[src/rtl/shift_seq_pkg.sv]
// Shared types and constants for the multi-cycle shift sequencer.
package shift_seq_pkg;

    typedef enum logic [1:0] {
        IDLE,
        COARSE,
        FINE,
        DONE
    } state_t;

    localparam logic DIR_LEFT  = 1'b0;
    localparam logic DIR_RIGHT = 1'b1;

endpackage

[src/rtl/shift_step_unit.sv]
// Combinational fixed-distance shifter: moves data by SH bits, vacated bits take fill.
module shift_step_unit
    import shift_seq_pkg::*;
#(
    parameter int unsigned W  = 8,
    parameter int unsigned SH = 1
) (
    input  logic [W-1:0] data,
    input  logic         dir,
    input  logic         fill,
    output logic [W-1:0] result
);

    always_comb begin
        if (dir == DIR_LEFT) begin
            result = {data[W-SH-1:0], {SH{fill}}};
        end else begin
            result = {{SH{fill}}, data[W-1:SH]};
        end
    end

endmodule

[src/rtl/shift_sequencer.sv]
// Multi-cycle variable shifter: coarse STEP-bit steps, then 1-bit steps, until the amount is used.
// Optional arithmetic right shift via macro SHIFT_SEQ_ARITH_EN (adds the up_arith port).
module shift_sequencer
    import shift_seq_pkg::*;
#(
    parameter int unsigned W    = 8,
    parameter int unsigned STEP = 3,
    parameter int unsigned AW   = $clog2(W) + 1
) (
    input  logic          clk,
    input  logic          rst_n,
    input  logic          up_valid,
    output logic          up_ready,
    input  logic [W-1:0]  up_data,
    input  logic [AW-1:0] up_amount,
    input  logic          up_dir,
`ifdef SHIFT_SEQ_ARITH_EN
    input  logic          up_arith,
`endif
    output logic          down_valid,
    input  logic          down_ready,
    output logic [W-1:0]  down_data,
    output logic          busy
);

    state_t        state_q, state_d;
    logic [W-1:0]  data_q, data_d;
    logic [AW-1:0] remaining_q, remaining_d;
    logic          dir_q, dir_d;
    logic          fill_q, fill_d;
    logic          accept_fill;
    logic [W-1:0]  coarse_out, fine_out;

`ifdef SHIFT_SEQ_ARITH_EN
    assign accept_fill = up_arith & (up_dir == DIR_RIGHT) & up_data[W-1];
`else
    assign accept_fill = 1'b0;
`endif

    function automatic state_t step_state(input logic [AW-1:0] rem);
        if (rem >= AW'(STEP)) begin
            return COARSE;
        end else if (rem != '0) begin
            return FINE;
        end
        return DONE;
    endfunction

    shift_step_unit #(
        .W  (W),
        .SH (STEP)
    ) u_coarse (
        .data   (data_q),
        .dir    (dir_q),
        .fill   (fill_q),
        .result (coarse_out)
    );

    shift_step_unit #(
        .W  (W),
        .SH (1)
    ) u_fine (
        .data   (data_q),
        .dir    (dir_q),
        .fill   (fill_q),
        .result (fine_out)
    );

    always_ff @(posedge clk) begin
        if (!rst_n) begin
            state_q     <= IDLE;
            data_q      <= '0;
            remaining_q <= '0;
            dir_q       <= DIR_LEFT;
            fill_q      <= 1'b0;
        end else begin
            state_q     <= state_d;
            data_q      <= data_d;
            remaining_q <= remaining_d;
            dir_q       <= dir_d;
            fill_q      <= fill_d;
        end
    end

    always_comb begin
        state_d     = state_q;
        data_d      = data_q;
        remaining_d = remaining_q;
        dir_d       = dir_q;
        fill_d      = fill_q;
        unique case (state_q)
            IDLE: begin
                if (up_valid) begin
                    data_d      = up_data;
                    dir_d       = up_dir;
                    fill_d      = accept_fill;
                    remaining_d = up_amount;
                    // Everything shifts out: result is pure fill, no stepping needed.
                    if (up_amount >= AW'(W)) begin
                        data_d  = {W{accept_fill}};
                        state_d = DONE;
                    end else begin
                        state_d = step_state(up_amount);
                    end
                end
            end
            COARSE: begin
                data_d      = coarse_out;
                remaining_d = remaining_q - AW'(STEP);
                state_d     = step_state(remaining_d);
            end
            FINE: begin
                data_d      = fine_out;
                remaining_d = remaining_q - AW'(1);
                state_d     = (remaining_d == '0) ? DONE : FINE;
            end
            DONE: begin
                if (down_ready) begin
                    state_d = IDLE;
                end
            end
            default: state_d = IDLE;
        endcase
    end

    always_comb begin
        up_ready   = rst_n && (state_q == IDLE);
        down_valid = (state_q == DONE);
        down_data  = data_q;
        busy       = (state_q != IDLE);
    end

endmodule

[config.mk]
export PLATFORM = sky130hd
export DESIGN_NAME = shift_sequencer
export DESIGN_NICKNAME = d
export VERILOG_FILES = /design/src/rtl/shift_seq_pkg.sv /design/src/rtl/shift_step_unit.sv /design/src/rtl/shift_sequencer.sv
export SDC_FILE = /design/constraint.sdc
export NUM_CORES = 1
export LEC_CHECK = 0
export CORE_UTILIZATION = 35
export DETAILED_ROUTE_END_ITERATION = 12
export PLACE_DENSITY = 0.64
export SLEW_MARGIN = 10
export SYNTH_ARGS = -nofsm -noshare
export SYNTH_HDL_FRONTEND = slang
export SYNTH_HIERARCHICAL = 1
export SYNTH_SLANG_ARGS = --single-unit
[constraint.sdc]
create_clock -name clk -period 1.8 [get_ports clk]
set_input_delay 0.18 -clock clk [delete_from_list [all_inputs] [get_ports clk]]
set_output_delay 0.18 -clock clk [all_outputs]
set_load 0.05 [all_outputs]
==> flow_metrics.tcl <==
set metrics [dict create \
    synthFlopType "dfxtp_1" \
    post-route-period-util_pct 96.47 \
    h-tree-depth 1 \
    fillCellCount 375 \
    cts_buffer_depth 2 \
    rsz0062_at_grt "yes" \
    drive_above_1_share_pct 21.50 \
    gp_congestion 0.8786 \
    ys_ff_latch 15 \
    dieArea_um2 4158 \
    final_area_um2 1854 \
    cts_tree "built" \
    hold_viol_final 0 \
    root_buffer "clkbuf_8" \
    outcome "finished clean" \
    antenna-diode-count 0 \
    yosys.area.top_type "dfxtp_1" \
    syn_inst 161 \
    synth_edf_count 0 \
    yosysWarningCount 6 \
    worst_slew_pin_slew_ns 0.5063 \
    drt-initial-drc-count 69 \
    maxCapViolCount 0 \
    dp_hpwl_um 2661 \
    hold_class "in2reg" \
    drt_first_pass_iters 4 \
    drc 0 \
    final_util_pct 49.90 \
    path_clk_slew_ns 0.07 \
    slowest_stage "or4b_1" \
    via_count 1313 \
    slew_headroom_pct 66.14 \
    wire_per_inst_um 14.13 \
    end_kind "register" \
    r2r_slack_ns 0.06 \
    gr-total-overflow 0 \
    cp_max_fo 7 \
    reg2reg_depth 5 \
    fmax_mhz 575.9 \
    r2r_end "state_q[0]" \
    regArea_um2 305.3 \
    coreArea_um2 3716 \
    synth_area_um2 1366 \
    critPathLaunch "remaining_q[0]" \
    io_pins 28 \
    p_leak_nw 0.7514 \
    start_util_pct 36.77 \
    grt_pass1_wl_um 5940 \
    cts_buffers 3 \
    final_nets 229 \
    vias_per_cell 5.294 \
    hold_path_depth 3 \
    period_needed_ns 1.736 \
    wl_um 3503 \
    synth_cell_types 35 \
    multiInputGateArea_um2 1006 \
    drv_slew 0 \
    critPathBufInv 1 \
    rows 22 \
    cp_top_family "simple AND/OR/NAND/NOR gates" \
    dpl-instance-area_um2 1790 \
    yosysTopAreaCellShare_pct 21.98 \
    stdcell_count 248 \
    fp.dieW_um 64.48 \
    synth_area_per_cell_um2 8.486 \
    fin_skew_ns 0.005191 \
    whs_endpoint "dir_q" \
    vdd_drop_max_v 0.001361 \
    ys_seq_area_share_pct 21.98 \
    setup_viol 0 \
    antenna_found_initial 0 \
    grt_usage_pct 18.20 \
    synth-async-reset-ratio_pct 0 \
    p_per_area_nw_per_um2 1842 \
    ant_nets 0 \
    cp.required_ns 1.94 \
    path_cells "inv_1 > ha_1 > or4b_1 > a2111oi_2 > nor3_1" \
    clk_latency_ns 0.26 \
    synth.area.top_cells "dfxtp_1 (22%), mux2_4 (18%), ha_1 (10%)" \
    reg2reg_from "remaining_q[0]" \
    cts_hold_buf 0 \
    worstPathArrival_ns 1.87 \
    path_class "reg2reg" \
    syn2layout_area_growth_pct 35.71 \
    hp-start "up_dir" \
    post-place-cells 244 \
    portBuffers 27 \
    grt_pass1_vias 1251 \
    die_y_um 64.48 \
    cp-start-kind "register" \
    grt_max_degree 21 \
    max_stage_delay_ns 0.55 \
    holdWs_ns 0.4907 \
    cts_num_sinks 15 \
]
[per-stage QoR]
step                power, mW  setup slack [ns]  TNS [ns]
floorplan               2.316           0.04341         0
global placement        3.002           0.04625         0
detailed placement      3.060          -0.03409  -0.03409
CTS                     3.382          0.009474         0
global route            3.654          -0.02893  -0.02893
finish                  3.416           0.06351         0
[placed cells by master (no fill, tap or decap), types with 2 or more instances in the layout]
cell type,synthesis,layout
dfxtp_1,15,13
o21ai_0,2,2
mux2_4,16,16
and2_1,2,2
nand2_1,4,4
nand2b_1,2,2
xor2_1,3,3
a22oi_1,9,9
o211ai_1,3,3
conb_1,1,8
nand3_1,2,2
clkdlybuf4s50_1,0,24
a211oi_1,11,11
buf_4,1,10
a21oi_1,16,16
clkbuf_8,0,3
nor3b_1,2,2
nor3_1,3,3
ha_1,11,10
a21boi_0,2,2
inv_1,11,10
nor2_1,23,23
buf_12,0,4
[cells in the mapped netlist (3+ instances only)]
master and number:
o211ai_1 3, nor3_1 3, dfxtp_1 15, xor2_1 3
nand2_1 4, clkbuf_1 5, inv_1 11, a21oi_1 16
nor2_1 23, mux2_4 16, a211oi_1 11, a22oi_1 9
ha_1 11
[report_power, final]
part	switching [mW]	total [mW]	leakage [nW]	internal, mW
combinational	1.33	2.42	0.601	1.09
sequential	0.216	0.704	0.125	0.488
clock	0.139	0.293	0.0255	0.154
total	1.69	3.42	0.751	1.73
[tightest hold or removal path: cells and delay by family]
kind	cells	cell delay, ns
compound gates	1	0.06
buf+inv	1	0.40
simple gates	1	0.07
[layer usage]
| layer | vias up | track usage, % | wire length, µm |
|---|---|---|---|
| li1 | 657 | - | - |
| met2 | 32 | 29.74 | 1727 |
| met1 | 621 | 24.46 | 1636 |
| met3 | 3 | 2.113 | 111 |
| met5 | - | 0 | 0 |
| met4 | 0 | 6.667 | 29 |
[worst max path at each step]
stage / cells after the start / slack (ns) / end
6_report: 5 / 0.06 / state_q[0]
3_5_place_dp: 5 / -0.03 / state_q[0]
4_1_cts: 5 / 0.009 / state_q[0]
5_1_grt: 5 / -0.03 / state_q[0]
3_3_place_gp: 5 / 0.05 / state_q[0]
2_1_floorplan: 4 / 0.04 / up_ready
[cell type report]
| class | count | area share (%) |
|---|---|---|
| tap | 48 | 3.239 |
| inverter | 11 | 2.227 |
| clock inverter | 1 | 0.2699 |
| multi-input combinational | 132 | 54.25 |
| sequential | 15 | 16.46 |
| timing repair buffer | 38 | 21.32 |
| clock buffer | 3 | 2.227 |
[cells by family after synthesis]
family	after synthesis	synth area share (%)
AO/OA/AOI/OAI	49	24.54
adder cells (fa/ha/maj)	11	10.07
buffers and inverters	21	7.326
other	1	0.2745
flip-flops	15	21.98
multiplexers	17	18.32
AND/OR/NAND/NOR	44	15.57
XOR/XNOR	3	1.923
[repair_timing]
| action | CTS | global route |
|---|---|---|
| setup endpoints to repair | 1 | 10 |
| setup buffers | 0 | 0 |
| pin swaps | 0 | 1 |
| gates resized for setup | 2 | 4 |
[registers in the layout, summed over array words and instances (netlist names)]
name and count:
down_data 8, state_q 2, remaining_q 4, dir_q 1
No activity file was read; power rests on OpenSTA's default activity.
